<file path="src/rtl/blinds_pkg.sv">
`timescale 1ns/1ps
`default_nettype none
// ============================================================================
// Module      : blinds_pkg
// Description : Shared types and helpers for the window-blind controller.
//               Position encodings, FSM state encoding, and small pure
//               functions for stepping a position and making its one-hot
//               code.
// Revision    : 1.0  initial release
// ============================================================================
package blinds_pkg;

    typedef logic [1:0] pos_t;

    localparam pos_t POS_CLOSED  = 2'd0;
    localparam pos_t POS_QUARTER = 2'd1;
    localparam pos_t POS_HALF    = 2'd2;
    localparam pos_t POS_OPEN    = 2'd3;

    typedef enum logic [0:0] {
        ST_IDLE   = 1'b0,
        ST_MOVING = 1'b1
    } state_t;

    // One position step in the given direction, saturating at both ends so
    // the position can never wrap even if the direction were ever wrong.
    function automatic pos_t step_pos(input pos_t p, input logic up);
        pos_t r;
        r = p;
        if (up) begin
            if (p != POS_OPEN) begin
                r = p + 2'd1;
            end
        end else begin
            if (p != POS_CLOSED) begin
                r = p - 2'd1;
            end
        end
        return r;
    endfunction

    function automatic logic [3:0] pos_onehot(input pos_t p);
        return 4'b0001 << p;
    endfunction

endpackage
`default_nettype wire

</file>
<file path="src/rtl/blinds_step_timer.sv">
`timescale 1ns/1ps
`default_nettype none
// ============================================================================
// Module      : blinds_step_timer
// Description : Down-counter timing one motor position step.
//               i_load reloads the count with STEP_CYCLES-1, i_en counts
//               down by one (holding at zero), o_zero flags a count of 0.
// Ports       : clk, rst    clock and synchronous active-high reset
//               i_load      reload to STEP_CYCLES-1 (priority over i_en)
//               i_en        decrement enable
//               o_zero      count currently equals zero
// Revision    : 1.0  initial release
// ============================================================================
module blinds_step_timer #(
    parameter int STEP_CYCLES = 4
) (
    input  logic clk,
    input  logic rst,
    input  logic i_load,
    input  logic i_en,
    output logic o_zero
);

    localparam int            CW       = $clog2(STEP_CYCLES);
    localparam logic [CW-1:0] C_RELOAD = CW'(STEP_CYCLES - 1);
    localparam logic [CW-1:0] C_ONE    = CW'(1);

    logic [CW-1:0] r_cnt_q;
    logic [CW-1:0] w_cnt_d;

    always_comb begin
        w_cnt_d = r_cnt_q;
        if (i_load) begin
            w_cnt_d = C_RELOAD;
        end else if (i_en && (r_cnt_q != '0)) begin
            w_cnt_d = r_cnt_q - C_ONE;
        end
    end

    always_ff @(posedge clk) begin
        if (rst) begin
            r_cnt_q <= '0;
        end else begin
            r_cnt_q <= w_cnt_d;
        end
    end

    assign o_zero = (r_cnt_q == '0);

endmodule
`default_nettype wire

</file>
<file path="src/rtl/blinds_ctrl.sv">
`timescale 1ns/1ps
`default_nettype none
// ============================================================================
// Module      : blinds_ctrl
// Description : Window-blind position controller. Accepts a target position
//               over a valid/ready handshake, drives the motor one step at a
//               time (STEP_CYCLES clocks per step) until the target is
//               reached, and reports completion or abort with single-cycle
//               pulses.
// Ports       : clk, rst              clock, synchronous active-high reset
//               req_valid/req_ready   target handshake, req_pos = target
//               stop                  abort travel (ignored when idle)
//               a, b, func            position select bits / one-hot code
//               motor_up, motor_down  motor drive (mutually exclusive)
//               busy                  travel in progress
//               done, aborted         completion / abort pulses
// Revision    : 1.0  initial release
// ============================================================================
module blinds_ctrl
    import blinds_pkg::*;
#(
    parameter int STEP_CYCLES = 4
) (
    input  logic       clk,
    input  logic       rst,
    input  logic       req_valid,
    input  logic [1:0] req_pos,
    output logic       req_ready,
    input  logic       stop,
    output logic       a,
    output logic       b,
    output logic [3:0] func,
    output logic       motor_up,
    output logic       motor_down,
    output logic       busy,
    output logic       done,
    output logic       aborted
);

    state_t r_state_q, w_state_d;
    pos_t   r_pos_q,   w_pos_d;
    pos_t   r_tgt_q,   w_tgt_d;
    logic   r_up_q,    w_up_d;
    logic   r_done_q,  w_done_d;
    logic   r_abort_q, w_abort_d;

    logic   w_tmr_load;
    logic   w_tmr_en;
    logic   w_tmr_zero;
    pos_t   w_pos_step;

    blinds_step_timer #(
        .STEP_CYCLES (STEP_CYCLES)
    ) u_step_timer (
        .clk    (clk),
        .rst    (rst),
        .i_load (w_tmr_load),
        .i_en   (w_tmr_en),
        .o_zero (w_tmr_zero)
    );

    assign w_pos_step = step_pos(r_pos_q, r_up_q);

    always_comb begin
        w_state_d  = r_state_q;
        w_pos_d    = r_pos_q;
        w_tgt_d    = r_tgt_q;
        w_up_d     = r_up_q;
        w_done_d   = 1'b0;
        w_abort_d  = 1'b0;
        w_tmr_load = 1'b0;
        w_tmr_en   = 1'b0;

        case (r_state_q)
            ST_IDLE: begin
                // stop wins over a request presented in the same cycle
                if (req_valid && !stop) begin
                    w_tgt_d = req_pos;
                    if (req_pos == r_pos_q) begin
                        w_done_d = 1'b1;
                    end else begin
                        w_state_d  = ST_MOVING;
                        w_tmr_load = 1'b1;
                        w_up_d     = (req_pos > r_pos_q);
                    end
                end
            end

            ST_MOVING: begin
                if (w_tmr_zero) begin
                    // Step completes this edge; it takes effect even when
                    // stop is also asserted, and reaching the target then
                    // counts as done rather than aborted.
                    w_pos_d    = w_pos_step;
                    w_tmr_load = 1'b1;
                    if (w_pos_step == r_tgt_q) begin
                        w_state_d = ST_IDLE;
                        w_done_d  = 1'b1;
                    end else if (stop) begin
                        w_state_d = ST_IDLE;
                        w_abort_d = 1'b1;
                    end
                end else begin
                    w_tmr_en = 1'b1;
                    if (stop) begin
                        w_state_d = ST_IDLE;
                        w_abort_d = 1'b1;
                    end
                end
            end

            default: begin
                w_state_d = ST_IDLE;
            end
        endcase
    end

    always_ff @(posedge clk) begin
        if (rst) begin
            r_state_q <= ST_IDLE;
            r_pos_q   <= POS_CLOSED;
            r_tgt_q   <= POS_CLOSED;
            r_up_q    <= 1'b0;
            r_done_q  <= 1'b0;
            r_abort_q <= 1'b0;
        end else begin
            r_state_q <= w_state_d;
            r_pos_q   <= w_pos_d;
            r_tgt_q   <= w_tgt_d;
            r_up_q    <= w_up_d;
            r_done_q  <= w_done_d;
            r_abort_q <= w_abort_d;
        end
    end

    assign req_ready  = (r_state_q == ST_IDLE);
    assign busy       = (r_state_q == ST_MOVING);
    assign motor_up   = busy &&  r_up_q;
    assign motor_down = busy && !r_up_q;
    assign a          = r_pos_q[1];
    assign b          = r_pos_q[0];
    assign func       = pos_onehot(r_pos_q);
    assign done       = r_done_q;
    assign aborted    = r_abort_q;

endmodule
`default_nettype wire

</file>
<file path="config.mk">
export PLATFORM = sky130hd
export DESIGN_NAME = blinds_ctrl
export DESIGN_NICKNAME = d
export VERILOG_FILES = /design/src/rtl/blinds_pkg.sv /design/src/rtl/blinds_step_timer.sv /design/src/rtl/blinds_ctrl.sv
export SDC_FILE = /design/constraint.sdc
export NUM_CORES = 1
export LEC_CHECK = 0
export CAP_MARGIN = 20
export CORE_UTILIZATION = 25
export CTS_CLUSTER_DIAMETER = 50
export DETAILED_ROUTE_END_ITERATION = 7
export PLACE_DENSITY = 0.59
export SKIP_LAST_GASP = 1
export SLEW_MARGIN = 20
export SYNTH_ARGS = -nofsm -noshare
export SYNTH_HDL_FRONTEND = slang
export SYNTH_SLANG_ARGS = --single-unit
</file>
<file path="constraint.sdc">
create_clock -name clk -period 2.06 [get_ports clk]
set_input_delay 0.412 -clock clk [delete_from_list [all_inputs] [get_ports clk]]
set_output_delay 0.412 -clock clk [all_outputs]
set_load 0.02 [all_outputs]
</file>
== Word-level counts from Yosys, hierarchy flattened ==
Cells that the tools add are included.

* Input bits: 6
* Flip-flop bits (word level): 10
* Word-level logic and storage cells: 54
* Output and inout bits: 12

* Multiplexer cells: 23
* Reduce and logical (&&, ||, !) cells: 14
* Bitwise operators: 2
* Eq/ne operators: 3
* $add $sub $neg: 3
* $lt $le $gt $ge: 1
* Shift-type cells: 1

{| class="wikitable"
|+ Operators with widths
! cell !! count
|-
| two-way mux 1 bit || 15
|-
| two-way mux 2 bit || 5
|-
| case mux 1 bit (2 select lines) || 3
|-
| nonzero test 2 bit || 3
|-
| == test 2 bit || 2
|-
| logical AND 1 bit || 4
|-
| AND reduction 2 bit || 2
|-
| left shift 1 x 2 -> 4 bit, first input constant || 1
|-
| subtractor 2 x 1 -> 2 bit, second input constant || 2
|-
| AND reduction 3 bit || 1
|-
| adder 2 x 1 -> 2 bit, second input constant || 1
|-
| > comparator 2 bit || 1
|-
| zero test 1 bit || 2
|-
| zero test 2 bit || 1
|-
| != test 2 bit, second input constant || 1
|-
| inverter 1 bit || 2
|-
| OR reduction 2 bit || 1
|}

== Depth between registers and ports, before layout ==
* Depth in word-level cells: 7
* Mapped depth: 7
* Depth with buffers taken out: 6

== Cells and area by module ==
Synthesis repeated with hierarchy kept, for this count alone.

* Cells, all modules: 74
* Area, all modules: 648.1 µm²

{| class="wikitable"
|+ By module, submodules not included
! module !! sequential area each (µm²) !! area each (µm²) !! instances !! cells each
|-
| blinds_ctrl || 160.2 || 533.0 || 1 || 62
|-
| blinds_step_timer || 40.0 || 115.1 || 1 || 12
|}

== Least setup slack after synthesis ==
Ideal clock, no wire load.

* Path type: register to register
* Start point: register r_pos_q[1]
* End point: register u_step_timer.r_cnt_q[0]
* Path buffers: 1
* Stages on the path, launching flop included: 8
* Path slack: 496 ps
* Library setup time: 86 ps
* Data arrival time: 1478 ps
* Cell sequence: dfxtp_1 buf_6 inv_1 ha_1 nand2_1 a21oi_1 and2_1 a211oi_1

* Longest elaborated chain between the ends: 5
* Elaborated cells between the ends (all ways): 6
* Classes of those cells: 1 x eq/ne; 4 x mux; 1 x reduce/logical

{| class="wikitable"
|+ RTL lines
! what !! RTL line !! source
|-
| start, declared || blinds_ctrl.sv:41 || <nowiki>pos_t r_pos_q, w_pos_d;</nowiki>
|-
| start signal, assigned || blinds_ctrl.sv:128 || <nowiki>r_pos_q <= w_pos_d;</nowiki>
|-
| == test 2 bit * || blinds_ctrl.sv:79 || <nowiki>if (req_pos == r_pos_q) begin</nowiki>
|-
| two-way mux 1 bit * || blinds_ctrl.sv:79 ||
|-
| two-way mux 1 bit * || blinds_ctrl.sv:77 || <nowiki>if (req_valid && !stop) begin</nowiki>
|-
| case mux 1 bit (2 select lines) * || blinds_ctrl.sv:74 || <nowiki>case (r_state_q)</nowiki>
|-
| two-way mux 2 bit or nonzero test 2 bit (tied branches) || -- ||
|-
| end signal, assigned || blinds_step_timer.sv:44 || <nowiki>r_cnt_q <= w_cnt_d;</nowiki>
|-
| end, declared || blinds_step_timer.sv:28 || <nowiki>logic [CW-1:0] r_cnt_q;</nowiki>
|}

Mark *: on every way between the ends. The rest lies on a longest branch, timed or not.
A chain may end at the register's enable or synchronous reset.

== Worst setup path in the final report ==
* Start point: register r_pos_q[0]
* End point: output port func[1]

* Longest elaborated chain between the ends: 1

{| class="wikitable"
|+ RTL lines
! what !! RTL line !! source
|-
| left shift 1 x 2 -> 4 bit || blinds_pkg.sv:43 || <nowiki>return 4'b0001 << p;</nowiki>
|-
| end, declared || blinds_ctrl.sv:32 || <nowiki>output logic [3:0] func,</nowiki>
|}

Every way passes these cells.

==> results_dict.tcl <==
set metrics [dict create \
    final_std_cells_w_o_fill 115 \
    synth_edf_count 0 \
    grt.total_usage_pct 10.5 \
    clock_sink_count 10 \
    pre_cts_slack_ns 0.146 \
    endpoint_kind "output pin" \
    grt_pass1_wl_um 2060 \
    grt_remaining_overflow 0 \
    worst_slew_pin_slew_ns 0.317 \
    die-area_sq_um 2590 \
    post_synthesis_simple_gate_area_fraction_pct 25.5 \
    multi_input_comb_area_sq_um 329 \
    post-dp-hpwl_um 922 \
    power_uw 472 \
    setup_ws_ns 0.108 \
    port_buffers 17 \
    top_level_ports 18 \
    ff2ff_path_depth 6 \
    cts_htree_levels 1 \
    layout_worst_path_cycle_share_pct 94.8 \
    peak_ir_drop_on_the_vdd_network_v 0.000383 \
    diode_insertion_count_for_antenna_repair 0 \
    max_cap_violations 0 \
    detail_route.drc_violations 0 \
    synthesis.area_sq_um 598 \
    synthDominantAreaCellType "sky130_fd_sc_hd__dfxtp_1" \
    setup_repair_after_global_routing_missed_its_margin "false" \
    fp.coreArea_sq_um 2230 \
    die_h_um 50.9 \
    cts_hold_repair.buffers 0 \
    detail-route-antenna-nets 0 \
    postRouteWirelength_um 1200 \
    postSynth.topFlopCell "sky130_fd_sc_hd__dfxtp_1" \
    hold_path.class "reg2reg" \
    dp_cells 111 \
    final_layout_size_suffix_gt1_share_pct 17.2 \
    critical_path.endpoint "func[1]" \
    nature_of_the_critical_path_startpoint "flop" \
    synth.yosys.seq_area_share_pct 33.5 \
    post_synth_main_area_contributors "sky130_fd_sc_hd__dfxtp_1 (33%), sky130_fd_sc_hd__ha_1 (6.3%), sky130_fd_sc_hd__buf_6 (5.6%)" \
    clkLatencyLatePin_ns 0.27 \
    detailroute.via_count 523 \
    viasPerCell 4.55 \
    synth-seq-cells 10 \
    synth_cells 69 \
    synthDominantCellAreaShare_pct 33.5 \
    initial_utilization_pct 26.8 \
    power_density_over_the_cells_nw_per_um2 588 \
    finalClockSkew_ns 0.00362 \
    cts.repair_timing.setup_buffer_count 0 \
    critical_path_peak_fanout 11 \
    antenna_found_initial 0 \
    reg2reg_from "r_pos_q[1]" \
    timing.setup.critical_path_class "reg2out" \
    synth_xor_area_share_pct 1.46 \
    synth_top_family_by_area "simple AND/OR/NAND/NOR gates" \
    drt_pass1_iterations 4 \
    average_footprint_of_a_synthesized_cell_sq_um 8.67 \
    die_extent_in_x_um 50.9 \
    cts-root-buf "sky130_fd_sc_hd__clkbuf_4" \
    max-slew-margin-rel_pct 78.8 \
    clock_tree.buffer_depth 2 \
    crit-reg2reg-capture "u_step_timer.r_cnt_q[0]" \
    placementRows 17 \
    post-route-util_pct 36.0 \
    number_of_instances_on_the_worst_hold_path 1 \
    synthArstFlopShare_pct 0 \
    outcome "completed" \
    nets 97 \
    place_congestion 0.728 \
    ys_warn_count 0 \
    sequential_cell_area_sq_um 203 \
    setup_viol 0 \
    vias_in_the_first_global_route 476 \
    timing.final.hold_violations 0 \
    clk_transition_reported_paths_ns 0.07 \
    fin_tns_setup_ns 0 \
    tritoncts "done" \
    timing.final.max_slew_violations 0 \
    worst_ep_arrival_time_ns 1.54 \
    reg2reg_slack_ns 0.52 \
    crit_path_start "r_pos_q[0]" \
    synth_cell_types 32 \
    grt_max_degree 12 \
    yosys-top-cells-count "sky130_fd_sc_hd__dfxtp_1 (10), sky130_fd_sc_hd__nor2_1 (7), sky130_fd_sc_hd__a21oi_1 (5), sky130_fd_sc_hd__inv_1 (5), sky130_fd_sc_hd__nand2_1 (4)" \
    syn_nets 78 \
    minimum_clock_period_ns 1.95 \
    share_of_synthesized_area_spent_on_multiplexers_pct 3.35 \
    yosys.cell_count.top_type "sky130_fd_sc_hd__dfxtp_1" \
    drt-wirelength-per-cell_um 10.4 \
    power_leakage_uw 0.000305 \
    synth_compound_area_share_pct 18.4 \
    syn_to_final_growth_pct 34.3 \
    drtIter0Drc 8 \
    max_freq_mhz 512 \
    synth-adder-area-share_pct 6.28 \
    cts-buffers-inserted 3 \
    fillers 240 \
    timing.critical_path.required_ns 1.65 \
]
-- layer usage --
metal | vias up | track usage (%) | part of all wire, %
li1 | 273 | - | -
met1 | 235 | 14.5 | 50
met2 | 15 | 14.7 | 44
met3 | 0 | 4.46 | 5.4
met4 | 0 | 2.78 | 0
met5 | - | 0 | 0
-- sequential cells by signal, indices dropped and copies added, names as in the netlist --
name,cells
r_pos_q,2
r_tgt_q,2
u_step_timer.r_cnt_q,2
aborted,1
done,1
r_up_q,1
busy,1
-- worst min path at each step --
stage                       startpoint                       to  slack [ns]
2_1_floorplan  u_step_timer.r_cnt_q[0]  u_step_timer.r_cnt_q[0]        0.41
3_3_place_gp   u_step_timer.r_cnt_q[0]  u_step_timer.r_cnt_q[0]        0.42
3_5_place_dp   u_step_timer.r_cnt_q[0]  u_step_timer.r_cnt_q[0]        0.43
4_1_cts        u_step_timer.r_cnt_q[0]  u_step_timer.r_cnt_q[0]        0.44
5_1_grt        u_step_timer.r_cnt_q[0]  u_step_timer.r_cnt_q[0]        0.45
6_report       u_step_timer.r_cnt_q[0]  u_step_timer.r_cnt_q[0]        0.43
-- through the flow --
stage,hold WS [ns],cell area (sq um)
floorplan,0.411,598
global placement,0.425,764
detailed placement,0.428,764
finish,0.434,803
global route,0.446,803
CTS,0.439,802
-- critical path, cell delays in order (launching register included) --
cell	delay, ns
sky130_fd_sc_hd__dfxtp_1	0.51
sky130_fd_sc_hd__nor2b_1	0.17
sky130_fd_sc_hd__clkdlybuf4s50_1	0.60
-- repair_timing --
item | in CTS | in global routing
gates resized for setup | 1 | 1
endpoints found under the setup margin | 1 | 1
cloned | 0 | 0
-- cell type report --
class                           instances  share of cell area (%)
Timing Repair Buffer                   18                    22.1
Clock buffer                            4                    4.52
Multi-Input combinational cell         49                    41.0
Tap cell                               28                    4.36
Inverter                                6                    2.80
Sequential cell                        10                    25.2
-- power breakdown --
part	internal [uW]	switching (uW)	total [uW]
Combinational	42.1	41.2	83.2
Clock	107	68.2	176
Sequential	203	10.3	214
-- cell usage in the layout, fill, tap and decap left out, drive strengths merged, types with 2 or more instances in the layout --
cell type	netlist	layout
a21oi	6	6
clkbuf	0	4
mux2i	2	2
nand2	4	4
nor2b	2	2
ha	3	3
clkdlybuf4s50	0	17
inv	6	6
nor2	7	7
and2	5	5
dfxtp	10	10
or3	2	2
o21ai	4	4
-- kinds of logic after synthesis --
logic type	after synthesis
xor+xnor	1
fa+ha+maj	3
mux	2
compound gates	17
simple gates	26
buf+inv	10
flops	10
No activity file was read; power rests on OpenSTA's default activity.
==> variant (config.mk and constraints unchanged) <==
Reset style: asynchronous (`rst`), changed in 2 clocked blocks. Comments in the files are not updated.
--- a/src/rtl/blinds_step_timer.sv
+++ b/src/rtl/blinds_step_timer.sv
@@ -37,7 +37,7 @@
         end
     end
 
-    always_ff @(posedge clk) begin
+    always_ff @(posedge clk or posedge rst) begin
         if (rst) begin
             r_cnt_q <= '0;
         end else begin
--- a/src/rtl/blinds_ctrl.sv
+++ b/src/rtl/blinds_ctrl.sv
@@ -115,7 +115,7 @@
         endcase
     end
 
-    always_ff @(posedge clk) begin
+    always_ff @(posedge clk or posedge rst) begin
         if (rst) begin
             r_state_q <= ST_IDLE;
             r_pos_q   <= POS_CLOSED;
Behaviour: differs if rst is asserted again (counterexample within 4 cycles, from zero or initial values and one cycle with rst high); with rst held inactive, the same outputs for 10 cycles.
==> variant against the unedited design <==
Sequential cell count unchanged; largest cell class unchanged; synthesized cell count decreased by 5.8%; synthesized area decreased by 2.1%; sequential share of layout area increased by 5.3 points; final area increased by 3.1%; setup slack got worse by 0.011 ns; die area decreased by 2.0%; via count increased by 0.96%; routed wire length increased by 4.7%; clock skew increased by 0.0022 ns.
Power is not compared: it rests on default switching activity, and its combinational part moved more than twofold at a synthesized area within 25%.
==> variant: results <==
metrics = {
    "global_route": {
        "grtUsageMet2_pct": 18.4,
        "grtUsageMet1_pct": 14.4,
        "grt_pass1_vias": 491,
        "grt_start_max_net_pins": 12,
        "use_met3_pct": 5.45,
        "grt_util_all_layers_pct": 12.1,
        "grt_antenna_before_repair": 0,
        "grt_pass1_wl_um": 2150,
    },
    "outcome": {
        "status": "complete, no violations",
    },
    "logic_synthesis": {
        "postSynthAreaPerCell_um2": 9.01,
        "synth-seq-area-share_pct": 42.7,
        "synthTopCellsByArea": "dfrtp_1 (43%), ha_1 (6.4%), inv_1 (5.1%), nor2_1 (5.1%), a21oi_1 (4.3%)",
        "syn_nets": 74,
        "synth_common_cells": "dfrtp_1 (10), inv_1 (8), nor2_1 (8)",
        "yosys.cell_types.count": 28,
        "async_flop_share_pct": 100,
        "yosysMostFrequentCell": "dfrtp_1",
        "yosysWarningCount": 0,
    },
    "sta": {
        "max_freq_ghz": 0.509,
        "relSlewSlack_pct": 75.3,
        "hold_slack_ns": 0.416,
        "worst_clock_skew_ns": 0.00581,
        "finalHoldViolCount": 0,
    },
    "setup_path": {
        "r2r-end": "busy$_DFF_PP0_",
        "r2r_setup_slack_ns": 0.43,
        "rr_startpoint": "r_pos_q[0]$_DFFE_PP0P_",
        "rr_worst_depth": 5,
        "worstPathArrival_ns": 1.55,
        "critPathLaunch": "busy$_DFF_PP0_",
        "crit_path_end": "motor_down",
    },
    "final_layout": {
        "nFillCells": 236,
        "nets": 96,
        "drive_gt1_share_pct": 17.4,
    },
    "routing": {
        "dr_wl_met2_um": 608,
        "via_per_inst": 4.63,
        "drtIter0Drc": 10,
        "ant_nets": 0,
        "wl_per_cell_um": 11.0,
        "num_vias": 528,
        "dr_wl_met3_um": 62,
        "top_layer_used": "met3",
        "drt-met1-wl_um": 580,
    },
    "place": {
        "place_area_um2": 790,
        "place.gp.congestion": 0.756,
        "place_inst": 110,
        "post-dp-hpwl_um": 947,
        "pre_cts_ws_ns": 0.257,
    },
    "clocking": {
        "postCtsSetupRepairBufs": 0,
        "cts.clk_slew.worst_paths_ns": 0.07,
        "htreeDepth": 1,
    },
    "min_path": {
        "min_path_type": "in2async",
    },
    "power": {
        "power_mw": 1.02,
        "sequentialPowerShare_pct": 33.0,
    },
}
## variant: cell types whose count changed after synthesis, sizes merged, moves of 2 or more
cell	change
and2	-3
dfrtp	+10
dfxtp	-10
inv	+2
mux2	+2
mux2i	-2
nor2b	-2
or3	-2
## variant: cell families after synthesis
logic type / Yosys count / synth area share [%]
compound gates: 14 / 14.7
xor+xnor: 1 / 1.50
fa+ha+maj: 3 / 6.41
buf+inv: 11 / 9.19
flops: 10 / 42.7
mux: 2 / 3.85
simple gates: 24 / 21.6
## variant: repair_timing
item                       4_1_cts  5_1_grt
hold buffers                     0        0
gates resized for setup          1        1
setup endpoints to repair        1        1
## variant: area by class of cell
class | count | share of cell area [%]
multi-input cells | 44 | 34.0
flip-flops and latches | 10 | 30.5
repair buffers | 20 | 23.3
clock buffers | 4 | 4.38
well taps | 28 | 4.23
inverters | 8 | 3.63
## variant: critical path, cell delays in order (launching register included)
cell and delay [ns]:
dfrtp_2 0.47, inv_1 0.10, nor2_1 0.11, clkdlybuf4s50_1 0.61
